==> config.mk <==
export PLATFORM = sky130hd
export DESIGN_NAME = note_dropper_lane
export DESIGN_NICKNAME = d
export VERILOG_FILES = /design/src/rtl/note_dropper_lane.sv
export SDC_FILE = /design/constraint.sdc
export NUM_CORES = 1
export LEC_CHECK = 0
export CAP_MARGIN = 15
export CORE_ASPECT_RATIO = 0.6
export CORE_UTILIZATION = 42
export DETAILED_ROUTE_END_ITERATION = 7
export HOLD_SLACK_MARGIN = 0.02
export PLACE_DENSITY = 0.75
export SYNTH_ARGS = -nofsm -noshare
export SYNTH_HDL_FRONTEND = slang
export SYNTH_SLANG_ARGS = --single-unit
export TNS_END_PERCENT = 10
==> constraint.sdc <==
create_clock -name frame_clk -period 2.6 [get_ports frame_clk]
set_input_delay 0.52 -clock frame_clk [delete_from_list [all_inputs] [get_ports frame_clk]]
set_output_delay 0.52 -clock frame_clk [all_outputs]
set_load 0.005 [all_outputs]
==> src/rtl/note_dropper_lane.sv <==
// note_dropper_lane: one falling note with start delay, clamped fall
// and PERFECT/GOOD/MISS grading of an edge-qualified key press.
module note_dropper_lane #(
   parameter logic [7:0] LANE_KEY       = 8'h07,
   parameter logic [7:0] START_KEY      = 8'h2C,
   parameter logic [7:0] RESTART_KEY    = 8'h01,
   parameter int         CNT_W          = 12,
   parameter int         DELAY          = 2180,
   parameter int         X_START        = 160,
   parameter int         Y_START        = 100,
   parameter int         SIZE           = 40,
   parameter int         Y_MAX          = 400,
   parameter int         HIT_LO         = 340,
   parameter int         PERFECT_CENTER = 370,
   parameter int         PERFECT_TOL    = 8,
   parameter int         SPEED          = 1
) (
   input  logic       frame_clk,
   input  logic       Reset_n,
   input  logic [7:0] keycode,
   input  logic [7:0] keycode_second,
   output logic [9:0] dropX,
   output logic [9:0] dropY,
   output logic       visible,
   output logic       score,
   output logic       hit_perfect,
   output logic       hit_good,
   output logic       miss
);

   typedef enum logic [2:0] {
      IDLE = 3'd0,
      WAIT = 3'd1,
      FALL = 3'd2,
      HIT  = 3'd3,
      MISS = 3'd4
   } state_t;

   localparam logic [9:0]  Y_REST = 10'(Y_START);
   localparam logic [9:0]  Y_LAND = 10'(Y_MAX - SIZE);
   localparam logic [9:0]  STEP   = 10'(SPEED);
   localparam logic [10:0] SIZE_W = 11'(SIZE);
   localparam logic [10:0] STEP_W = 11'(SPEED);
   localparam logic [10:0] MAX_W  = 11'(Y_MAX);
   localparam logic [10:0] HIT_W  = 11'(HIT_LO);
   localparam logic [10:0] PERF_LO =
      (PERFECT_CENTER > PERFECT_TOL) ?
      11'(PERFECT_CENTER - PERFECT_TOL) : 11'd0;
   localparam logic [10:0] PERF_HI =
      11'(PERFECT_CENTER + PERFECT_TOL);
   // DELAY of 0 leaves WAIT on its first frame, same as DELAY of 1
   localparam logic [CNT_W-1:0] CNT_LAST =
      (DELAY == 0) ? '0 : CNT_W'(DELAY - 1);
   localparam logic [CNT_W-1:0] CNT_ONE = CNT_W'(1);

   state_t           state, state_d;
   logic [9:0]       y, y_d;
   logic [CNT_W-1:0] cnt, cnt_d;
   logic             key_prev;
   logic             perf_d, good_d, miss_d;
   logic             pressed, new_press;
   logic [10:0]      bottom, landing;

   assign pressed   = (keycode == LANE_KEY) |
                      (keycode_second == LANE_KEY);
   assign new_press = pressed & ~key_prev;
   assign bottom    = {1'b0, y} + SIZE_W;
   assign landing   = bottom + STEP_W;

   always_ff @(posedge frame_clk or negedge Reset_n) begin
      if (!Reset_n) begin
         state       <= IDLE;
         y           <= Y_REST;
         cnt         <= '0;
         key_prev    <= 1'b0;
         hit_perfect <= 1'b0;
         hit_good    <= 1'b0;
         miss        <= 1'b0;
      end else begin
         state       <= state_d;
         y           <= y_d;
         cnt         <= cnt_d;
         key_prev    <= pressed;
         hit_perfect <= perf_d;
         hit_good    <= good_d;
         miss        <= miss_d;
      end
   end

   always_comb begin
      state_d = state;
      y_d     = y;
      cnt_d   = cnt;
      perf_d  = 1'b0;
      good_d  = 1'b0;
      miss_d  = 1'b0;
      unique case (state)
         IDLE: begin
            y_d   = Y_REST;
            cnt_d = '0;
            if (keycode == START_KEY)
               state_d = WAIT;
         end
         WAIT: begin
            cnt_d = cnt + CNT_ONE;
            if (cnt == CNT_LAST)
               state_d = FALL;
         end
         FALL: begin
            if (bottom >= MAX_W) begin
               state_d = MISS;
               miss_d  = 1'b1;
               y_d     = Y_LAND;
            end else if (new_press && bottom >= HIT_W) begin
               state_d = HIT;
               if (bottom >= PERF_LO && bottom <= PERF_HI)
                  perf_d = 1'b1;
               else
                  good_d = 1'b1;
            end else if (landing > MAX_W) begin
               y_d = Y_LAND;
            end else begin
               y_d = y + STEP;
            end
         end
         HIT, MISS: begin
            if (keycode == RESTART_KEY) begin
               state_d = IDLE;
               y_d     = Y_REST;
               cnt_d   = '0;
            end
         end
         default: begin
            state_d = IDLE;
            y_d     = Y_REST;
            cnt_d   = '0;
         end
      endcase
   end

   assign dropX   = 10'(X_START);
   assign dropY   = y;
   assign visible = (state == WAIT) | (state == FALL);
   assign score   = (state == HIT);

endmodule

Yosys cells after proc, flatten, opt, wreduce, memory -nomap -nowiden
Cells that the tools add are included.

cells by class
  $lt $le $gt $ge = 5
  add/subtract/negate cells = 4
  reduce and logical (&&, ||, !) cells = 7
  equality and inequality tests = 14
  muxes and demuxes = 23
  bitwise operators = 6

operators by type and width
  kind                                                                    count
  10-bit two-way mux                                                      4
  12-bit one-hot mux with 3 select lines                                  1
  11-bit by 9-bit >= comparator with 1-bit output, second input constant  3
  10-bit one-hot mux with 3 select lines                                  1
  8-bit by 3-bit == test with 1-bit output, second input constant         2
  3-bit two-way mux                                                       5
  12-bit by 1-bit adder with 12-bit output, second input constant         1
  12-bit == test, second input constant                                   1
  12-bit two-way mux                                                      1
  3-bit one-hot mux with 4 select lines                                   1
  10-bit by 6-bit adder with 11-bit output, second input constant         1
  11-bit by 1-bit adder with 11-bit output, second input constant         1
  11-bit by 9-bit > comparator with 1-bit output, second input constant   1
  11-bit by 9-bit <= comparator with 1-bit output, second input constant  1
  10-bit by 1-bit adder with 10-bit output, second input constant         1
  1-bit two-way mux                                                       10
  8-bit by 1-bit == test with 1-bit output, second input constant         1
  8-bit by 6-bit == test with 1-bit output, second input constant         1
  3-bit by 2-bit == test with 1-bit output, second input constant         2
  2-bit inequality test, second input constant                            3
  3-bit inequality test, second input constant                            2
  4-bit AND reduction                                                     1
  3-bit by 1-bit == test with 1-bit output, second input constant         1
  3-bit == test, second input constant                                    1
  8 further kinds                                                         12

storage, ports and cells
  input bits = 18
  flip-flop bits (word level) = 29
  word-level logic and storage cells = 66
  output and inout port bits = 25

Longest topological paths before layout
Gate-level depths: netlist of run 1.

  depth in word-level cells = 7
  gate-level depth with buffers = 12
  mapped depth without buffers = 9

Worst setup path before layout of run 1
OpenSTA, ideal clock, no wires.

  kind = register to register
  from = register y[3], in the netlist dropY[3]
  to = register y[0], in the netlist dropY[0]
  required time = 2535 ps
  buffers on the path = 2
  clock period less this slack = 2637 ps
  setup slack = -37 ps
  cell stages (with the launch flop) = 12
  arrival = 2572 ps
  cell sequence = dfrtp_1 buf_2 inv_1 ha_1 buf_2 and4_1 a211oi_1 a211oi_1 nor3_1 o31ai_4 nor2_1 mux2_2

on the way
  cells in the longest elaborated chain, start to end = 7

ends and longest elaborated chain
  item                                            line  text
  start: declaration                              57    logic [9:0] y, y_d;
  start signal: assignment                        81    y <= y_d;
  10-bit by 6-bit adder with 11-bit output (*)    67    assign bottom = {1'b0, y} + SIZE_W;
  11-bit by 1-bit adder with 11-bit output        68    assign landing = bottom + STEP_W;
  11-bit by 9-bit > comparator with 1-bit output  120   end else if (landing > MAX_W) begin
  10-bit two-way mux                              120
  10-bit two-way mux                              114   end else if (new_press && bottom >= HIT_W) begin
  10-bit two-way mux                              110   if (bottom >= MAX_W) begin
  10-bit one-hot mux with 3 select lines          97    unique case (state)

Mark *: on every way between the ends. The rest lies on a longest branch, timed or not. The select of a mux whose other input is x is not followed.
A chain may end at the register's enable or synchronous reset.

Worst setup path in the final report of run 1
  from = input keycode[1]
  to = register cnt[7]

on the way
  cells in the longest elaborated chain, start to end = 3

ends and longest elaborated chain
  item                                      line  text
  start: declaration                        20    input logic [7:0] keycode,
  8-bit by 1-bit == test with 1-bit output  127   if (keycode == RESTART_KEY) begin
  2-bit inequality test (no source line)    -
  2-bit AND reduction (no source line)      -
  end signal: assignment                    82    cnt <= cnt_d;
  end: declaration                          58    logic [CNT_W-1:0] cnt, cnt_d;

No other way between the ends.

==> results of run 1 <==
worst max-delay path: cells and delay by family:
family / cells / cell delay, ns
simple gates: 3 / 1.10
compound gates: 3 / 0.71
buf+inv: 1 / 0.43
final cells by class:
class                   instances  area, sq um
well taps                      66         82.6
flip-flops and latches         29          731
fillers                       470         2240
clock inverters                 2         37.5
clock buffers                   6         82.6
repair buffers                 55          493
inverters                      14         52.6
multi-input cells             210         1520
worst max-delay path by stage:
stage	start	to	slack [ns]
after floorplan	dropY[3]	dropY[2]	-0.03
after global placement	keycode[1]	dropY[6]	-0.18
after detailed placement	keycode[1]	dropY[7]	-0.24
after CTS	dropY[3]	dropY[3]	0.002
after global routing	dropY[4]	dropY[6]	-0.04
final	keycode[1]	cnt[7]	0.06
stage by stage:
stage,hold slack (ns),util,setup TNS (ns)
6_report,0.534,0.572,0
5_1_grt,0.530,0.572,-0.120
4_1_cts,0.521,0.562,0
3_5_place_dp,0.507,0.539,-3.25
3_3_place_gp,0.494,0.539,-2.16
2_1_floorplan,0.224,-,-0.0315
sequential cells by signal (all words and copies together) (netlist names):
register,flops
key_prev,1
miss,1
hit_good,1
hit_perfect,1
cnt,12
dropY,10
state,3
where the power goes:
| part | internal (mW) | switching (mW) |
|---|---|---|
| registers | 0.515 | 0.0753 |
| clock network | 0.311 | 0.190 |
| logic | 0.412 | 0.489 |
| total | 1.24 | 0.755 |
routing by layer:
| metal | vias to the layer above | track usage | part of all wire |
|---|---|---|---|
| li1 | 1053 | - | - |
| met1 | 1071 | 0.294 | 0.48 |
| met2 | 111 | 0.321 | 0.43 |
| met3 | 12 | 0.0526 | 0.077 |
| met4 | 0 | 0.0768 | 0.015 |
| met5 | - | 0 | 0 |
synthesized netlist by cell type, types with 9 or more instances:
library cell,n
a21oi_1,15
buf_4,14
dfrtp_1,26
inv_1,14
nand2_1,16
nor2_1,29
nor3_1,9
kinds of logic (layout without fill, tap and decap cells):
logic type      count (synthesis)  count (layout)  synth area share
simple gates                  111             111             0.272
other cells                     2              10           0.00319
fa+ha+maj                       7               7            0.0372
compound gates                 70              70             0.247
flops                          29              29             0.310
buf+inv                        37              77            0.0850
mux                             1               1           0.00478
xor+xnor                       11              11            0.0409
==> summary.txt, run 1 <==
Clocking
  • Num CTS Buffers: 5
  • Post-CTS Setup Inserts: 0
  • Post_cts resized: 0
  • Clock latency on the worst-skew pair: just under 0.3 ns
  • Hold-fix buffers, CTS: 0
  • CTS max path bufs: 2
  • Clock slew at reported path FFs: around 0.070 ns
  • Sink Count: 29
  • Root Buffer: clkbuf_8
  • H-tree Lvls: 2
  • CTS tree: yes

Critical path
  • Worst EP required: ~2.8 ns
  • FF-to-FF setup slack: approximately 0.11 ns
  • Start of the worst register-to-register path: dropY[4]
  • Crit path max-delay cell type: or4_4
  • Largest stage delay, worst path: ~0.6 ns
  • CP Max Fanout: 4
  • Worst r2r path cells: 10
  • CP Capture Type: flip-flop
  • WP data arrival: 2.77 ns
  • Setup Crit Path Kind: input pin to flip-flop
  • Startpoint types: input pin
  • FF-to-FF End: dropY[7]
  • Critical path, cell by cell: clkdlybuf4s50_1 > or4_4 > o311a_4 > o2bb2ai_4 > nand4_4 > or3_1 > a21oi_1

Logic synthesis
  • Yosys warnings: 0
  • Mapped Avg Cell Area: between 8 and 9 sq um
  • Sequential cell area fraction in the yosys report: 0.310
  • Synthesized instance count: between 200 and 300
  • Synth top area cells: dfrtp_1, nor2_1, buf_4
  • Synth area leader: dfrtp_1
  • Number of flops mapped to enable cells by yosys: 0
  • Synth Flop Type: dfrtp_1
  • Async SR Flop Fraction: 1.00
  • Mapped Area: 0.00236 sq mm
  • Distinct cells, synth: 66
  • Seq cells post-synth: 29
  • Top cell type's share of synthesized area: 0.276

Finish
  • Most common cell after layout, fill and taps aside: clkdlybuf4s50_1
  • Fin cells: roughly 380
  • Fraction of layout cells with a size suffix above 1: 0.203
  • Final instance area: around 0.0030 sq mm
  • Fin nets: 340
  • Area delta synth->final: 27.1%
  • Ant diodes: 0
  • Commonest cells after routing, fill and taps aside: clkdlybuf4s50_1, nor2_1, dfrtp_1, buf_4, nand2_1

Global route
  • First-pass GRT wire length: roughly 9500 um
  • Largest net degree at the start of global routing: 30
  • Vias in the first global route: 1936
  • Initial antenna violation count: 0
  • Global Route Usage Sum: 0.211
  • Grt total ovfl: 0

Worst hold path
  • Hold worst-path end: cnt[0]
  • Worst hold path stage count: 1
  • Min-delay worst type: flip-flop to flip-flop
  • Hold path startpoint: cnt[0]

Drt
  • Final ANT Viol Nets: 0
  • Drt drc: 0
  • Post-DR vias/cell: between 5 and 6
  • Vias: around 2200
  • Wire per inst: roughly 16 um
  • 1st-pass router iterations: 5
  • Starting DRC count in detailed routing: 203
  • Routed wire length: about 6100 um

Placed design
  • Placement Cell Area: around 0.0028 sq mm
  • HPWL after detailed placement: roughly 4500 um
  • Pre-CTS WS: -0.242 ns
  • Final GP Congestion: approximately 0.85
  • Input/output buffers: 32
  • Placed Cells: about 370

Timing
  • RSZ-0062 raised after global routing: yes
  • Setup violators final: 0
  • Hold Violations, Final: 0
  • Worst Skew: between 0.006 and 0.007 ns
  • Highest achievable clock rate: slightly below 0.4 GHz
  • Slew Limit Fails: 0
  • Worst setup margin: ~0.057 ns
  • Period minus WS final: roughly 2.5 ns
  • Final worst-path cycle share: 0.978

Die
  • Cell Rows: 20
  • Core region area: 0.00523 sq mm
  • Initial Util: 0.450
  • Die Span Y: approximately 60 um
  • Die ar.: about 0.006 sq mm
  • I/O pin total: 43
  • Die W: a little under 100 um

Pwr
  • Leak Pwr: ~1.2 nW
  • Cell Pwr Density: 666 mW/mm^2
  • Final Power: approximately 2.0 mW
  • Worst VDD drop: 0.247 mV

Outcome
  • Result of the run: complete, no violations

Job
  • Max Cap Violations: 0
No activity file was read; power rests on OpenSTA's default activity.
==> run 2, diff against run 1 <==
--- a/config.mk
+++ b/config.mk
@@ -7,10 +7,11 @@
 export LEC_CHECK = 0
 export CAP_MARGIN = 15
 export CORE_ASPECT_RATIO = 0.6
-export CORE_UTILIZATION = 42
+export CORE_UTILIZATION = 49
+export CTS_BUF_LIST = sky130_fd_sc_hd__clkbuf_8
 export DETAILED_ROUTE_END_ITERATION = 7
 export HOLD_SLACK_MARGIN = 0.02
-export PLACE_DENSITY = 0.75
+export PLACE_DENSITY = 0.84
 export SYNTH_ARGS = -nofsm -noshare
 export SYNTH_HDL_FRONTEND = slang
 export SYNTH_SLANG_ARGS = --single-unit
==> run 2 against run 1 <==
Non-clock buffer count up 16. Clock skew shrank 0.0030 ns. Total power up 9.6%. Core utilization rose by 11 points. Flip-flop and latch count is the same.
==> summary.txt, run 2 (synthesis gave the netlist of run 1 again) <==
Drt
  • Post-DR vias/cell: 6.01
  • 1st-pass router iterations: 6
  • Starting DRC count in detailed routing: roughly 170
  • Drt drc: 0
  • Routed wire length: approximately 6600 um
  • Final ANT Viol Nets: 0
  • Vias: approximately 2400
  • Wire per inst: around 17 um

Finish
  • Max FFs per register: 12
  • Commonest cells after routing, fill and taps aside: buf_4, nor2_1, clkdlybuf4s50_1, dfrtp_1, nand2_1
  • Post-Route Utilization: 0.687
  • Fin nets: between 300 and 400
  • Area delta synth->final: 33.8%
  • Ant diodes: 0
  • Fraction of layout cells with a size suffix above 1: 0.250
  • Fin cells: 395
  • Most common cell after layout, fill and taps aside: buf_4
  • Biggest register: cnt
  • Final instance area: approximately 0.0032 sq mm

Die
  • Cell Rows: 19
  • Die Span Y: 55.7 um
  • Die W: 91.5 um
  • Die ar.: just over 0.005 sq mm
  • Initial Util: 0.513
  • I/O pin total: 43
  • Core region area: 0.00459 sq mm

Timing
  • Worst slew margin: 0.624
  • Slew of the pin with the lowest slew margin: roughly 0.56 ns
  • Final worst-path cycle share: 0.972
  • Worst Skew: approximately 0.0036 ns
  • Period minus WS final: about 2.5 ns
  • Slew Limit Fails: 0
  • Highest achievable clock rate: roughly 0.4 GHz
  • TNS Setup: 0 ns
  • Setup violators final: 0
  • Hold Violations, Final: 0

Global route
  • Global Route Usage Sum: 0.260
  • First-pass GRT wire length: 10500 um
  • Grt total ovfl: 0
  • Largest net degree at the start of global routing: 30
  • Vias in the first global route: about 2200
  • Initial antenna violation count: 0

Outcome
  • Result of the run: complete, no violations

Critical path
  • CP Capture Type: primary output
  • CP Max Fanout: 11
  • Startpoint types: flip-flop
  • Setup Crit Path Kind: flip-flop to primary output
  • Worst EP required: approximately 2.1 ns
  • WP data arrival: 2.01 ns

Clocking
  • Sink Count: 29
  • CTS max path bufs: 2
  • Num CTS Buffers: 5
  • H-tree Lvls: 2
  • CTS tree: yes
  • Clock slew at reported path FFs: roughly 0.070 ns
  • Clock latency on the worst-skew pair: 0.28 ns
  • Root Buffer: clkbuf_8

Pwr
  • Cell Pwr Density: 694 mW/mm^2
  • Worst VDD drop: 0.403 mV
  • Leak Pwr: approximately 1.4 nW
  • Final Power: between 2 and 2.5 mW

Placed design
  • HPWL after detailed placement: roughly 4500 um
  • Placed Cells: around 380
  • Final GP Congestion: just over 0.9
  • Placement Cell Area: about 0.0029 sq mm
  • Input/output buffers: 32

Job
  • Max Cap Violations: 0

Worst hold path
  • Min-delay worst type: flip-flop to flip-flop
-- run 2: routing by layer --
layer,vias up,part of all wire,GRT usage
li1,1082,-,-
met1,1156,0.44,0.369
met2,121,0.46,0.400
met3,15,0.082,0.0628
met4,0,0.015,0.0612
met5,-,0,0
-- run 2: cell type report --
| class | count | area [sq um] |
|---|---|---|
| Multi-Input combinational cell | 210 | 1530 |
| Fill cell | 327 | 1440 |
| Sequential cell | 29 | 731 |
| Timing Repair Buffer | 71 | 623 |
| Tap cell | 63 | 78.8 |
| Clock buffer | 5 | 68.8 |
| Clock inverter | 3 | 65.1 |
| Inverter | 14 | 52.6 |
-- run 2: final timing paths --
check,start,endpoint,slack [ns],depth (start not counted)
setup reg to reg,dropY[3],dropY[4],0.09,9
min in group asynchronous,Reset_n,hit_perfect,0.62,2
hold / removal,cnt[0],cnt[0],0.54,1
max in group asynchronous,Reset_n,dropY[5],1.67,2
setup / recovery,state[1],score,0.07,3
hold reg to reg,cnt[0],cnt[0],0.54,1
-- run 2: worst max-delay path, cell delays in order (launching register included) --
cell             delay, ns
dfrtp_1               0.53
nor2b_1               0.43
and2_1                0.24
clkdlybuf4s50_1       0.52
-- run 2: what timing repair did --
item | 4_1_cts | 5_1_grt
endpoints found under the setup margin | 5 | 12
endpoints found under the hold margin | 0 | 0
hold buffers | 0 | 0
pin swaps | 2 | 10
buffers inserted | 0 | 4
resized for setup | 2 | 17
-- run 2: power by group --
part	total (mW)	leakage [nW]	switching [mW]	internal, mW
sequential	0.598	0.384	0.0828	0.515
clock	0.568	0.0681	0.188	0.381
combinational	1.02	0.927	0.543	0.477
-- run 2: through the flow --
step                      worst slack, ns  hold slack, ns
final                              0.0739           0.535
after CTS                          0.0185           0.512
after floorplan                   -0.0263           0.224
after global placement             -0.236           0.490
after global routing              -0.0361           0.566
after detailed placement           -0.303           0.499
==> run 3, diff against run 2 <==
--- a/config.mk
+++ b/config.mk
@@ -7,11 +7,12 @@
 export LEC_CHECK = 0
 export CAP_MARGIN = 15
 export CORE_ASPECT_RATIO = 0.6
-export CORE_UTILIZATION = 49
+export CORE_UTILIZATION = 37
 export CTS_BUF_LIST = sky130_fd_sc_hd__clkbuf_8
 export DETAILED_ROUTE_END_ITERATION = 7
 export HOLD_SLACK_MARGIN = 0.02
-export PLACE_DENSITY = 0.84
+export PLACE_DENSITY = 0.68
+export SLEW_MARGIN = 20
 export SYNTH_ARGS = -nofsm -noshare
 export SYNTH_HDL_FRONTEND = slang
 export SYNTH_SLANG_ARGS = --single-unit
==> run 3 against run 2 <==
The run now ends with DRC left. Clock-buffer cell count unchanged. Worst hold slack worse by 0.032 ns. Maximum frequency down 0.56%. Register-to-register slack better by 0.07 ns. Sequential share of layout area down 0.14 points. Critical endpoint is now cnt[7]. Largest cell class unchanged.
==> summary.txt, run 3 (synthesis gave the netlist of run 1 again) <==
Outcome
  • Result of the run: finished with violations
  • Failing checks: DRC

Worst hold path
  • Hold path startpoint: cnt[0]
  • Min-delay worst type: flip-flop to flip-flop

Drt
  • Drt drc: 1
  • Routed met2 length: between 2000 and 3000 um
  • DRT met1 WL: 3220 um
  • Wire per inst: 14.5 um
  • Vias: approximately 2300
  • Final ANT Viol Nets: 0
  • Met3 routed WL: around 340 um
  • Routed wire length: 6150 um
  • Post-DR vias/cell: between 5 and 6
  • 1st-pass router iterations: 7
  • Highest Signal Layer: met4
  • Starting DRC count in detailed routing: around 140

Finish
  • Ant diodes: 0
  • Biggest register: cnt
  • Area delta synth->final: 34.8%
  • Commonest cells after routing, fill and taps aside: buf_4, clkdlybuf4s50_1, nor2_1, dfrtp_1, nand2_1
  • Fin nets: roughly 360
  • Max FFs per register: 12
  • Final instance area: 0.00318 sq mm
  • Fin cells: 423
  • Post-Route Utilization: 0.518
  • Most common cell after layout, fill and taps aside: buf_4
  • Fraction of layout cells with a size suffix above 1: 0.274

Critical path
  • Start of the worst register-to-register path: dropY[4]
  • Worst EP required: ~2.8 ns
  • CP Max Fanout: 4
  • CP Capture Type: flip-flop
  • Crit. Startpoint: keycode[7]
  • Setup Crit Path Kind: input pin to flip-flop
  • Startpoint types: input pin
  • WP data arrival: about 2.8 ns

Placed design
  • Placement Cell Area: roughly 0.003 sq mm
  • Final GP Congestion: a little under 0.9
  • Placed Cells: 409
  • HPWL after detailed placement: 4740 um
  • Input/output buffers: 32

Die
  • Die W: 105 um
  • Core region area: between 0.006 and 0.007 sq mm
  • Initial Util: 0.384
  • Cell Rows: 22
  • I/O pin total: 43
  • Die Span Y: roughly 64 um
  • Die ar.: 0.00670 sq mm

Global route
  • Vias in the first global route: 2117
  • Grt total ovfl: 0
  • Global Route Usage Sum: 0.195
  • First-pass GRT wire length: 10200 um
  • Initial antenna violation count: 0
  • Largest net degree at the start of global routing: 30

Clocking
  • Hold-fix buffers, CTS: 0
  • Clock slew at reported path FFs: roughly 0.07 ns
  • CTS tree: yes
  • Root Buffer: clkbuf_8
  • Clock latency on the worst-skew pair: around 0.28 ns
  • Sink Count: 29
  • Num CTS Buffers: 5
  • H-tree Lvls: 2
  • CTS max path bufs: 2

Timing
  • Worst Skew: around 0.0065 ns
  • TNS Setup: 0 ns
  • Hold Violations, Final: 0
  • Highest achievable clock rate: around 0.39 GHz
  • Setup violators final: 0
  • Slew Limit Fails: 0
  • Final worst-path cycle share: 0.977
  • Final Hold Slack: ~0.5 ns
  • RSZ-0062 raised after global routing: yes
  • Period minus WS final: roughly 2.5 ns

Pwr
  • Comb pwr share: 0.496
  • Cell Pwr Density: approximately 600 mW/mm^2
  • Sequential share of power: 0.310
  • Cell-internal power: approximately 1.2 mW
  • Worst VDD drop: ~0.28 mV
  • Sw Ratio: 0.395
  • Sw power: 757 uW
  • Leak Pwr: between 1 and 1.5 nW
  • Clock power share: 0.194

Job
  • Max Cap Violations: 0
run 3: changes by cell type in the layout (fill, tap and decap cells not counted), sizes merged:
cell,delta
buf,+7
clkdlybuf4s50,+4
dlymetal6s2s,-4
bufinv,-2
clkinv,+1
clkinvlp,+1
run 3: worst paths after layout:
kind / slack (ns) / end / cells past startpoint
max: 0.06 / cnt[7] / 7
min: 0.50 / cnt[0] / 1
max reg2reg: 0.16 / dropY[2] / 11
min reg2reg: 0.50 / cnt[0] / 1
max in group asynchronous: 1.66 / dropY[2] / 2
min in group asynchronous: 0.62 / miss / 2
run 3: critical path: stages:
cell and delay, ns:
clkdlybuf4s50_1 0.42, or4_4 0.58, o311a_4 0.36, o2bb2ai_4 0.20, nand4_4 0.15, or3_4 0.39, a21oi_2 0.14
run 3: power groups by stage:
stage                     Sequential, mW  Clock [mW]  Combinational (mW)
after CTS                          0.589       0.378               0.902
after detailed placement           0.596           0               0.892
after global placement             0.597           0               0.865
after global routing               0.604       0.396                1.04
after floorplan                    0.576           0               0.547
final                              0.594       0.372               0.950
run 3: routing by layer:
metal  vias up  global-route usage
met5         -                   0
met4         0              0.0458
met3         7              0.0439
met2        60               0.276
met1      1088               0.297
li1       1095                   -
run 3: what timing repair did:
item | in CTS | in global routing
setup endpoints to repair | 3 | 12
setup buffers | 2 | 4
gates resized for setup | 1 | 18
pin swaps | 1 | 7
run 3: layout make-up:
class,count,area (sq um)
Sequential cell,29,732
Multi-Input combinational cell,210,1530
Tap cell,84,105
Inverter,14,52.6
Clock buffer,5,68.8
Clock inverter,3,17.5
Timing Repair Buffer,78,669
Fill cell,564,2960
run 3: per-stage QoR:
step                setup slack, ns  total power, mW
floorplan                   -0.0263             1.12
detailed placement           -0.287             1.49
global route                -0.0282             2.04
CTS                         0.00286             1.87
finish                       0.0597             1.92
global placement             -0.190             1.46
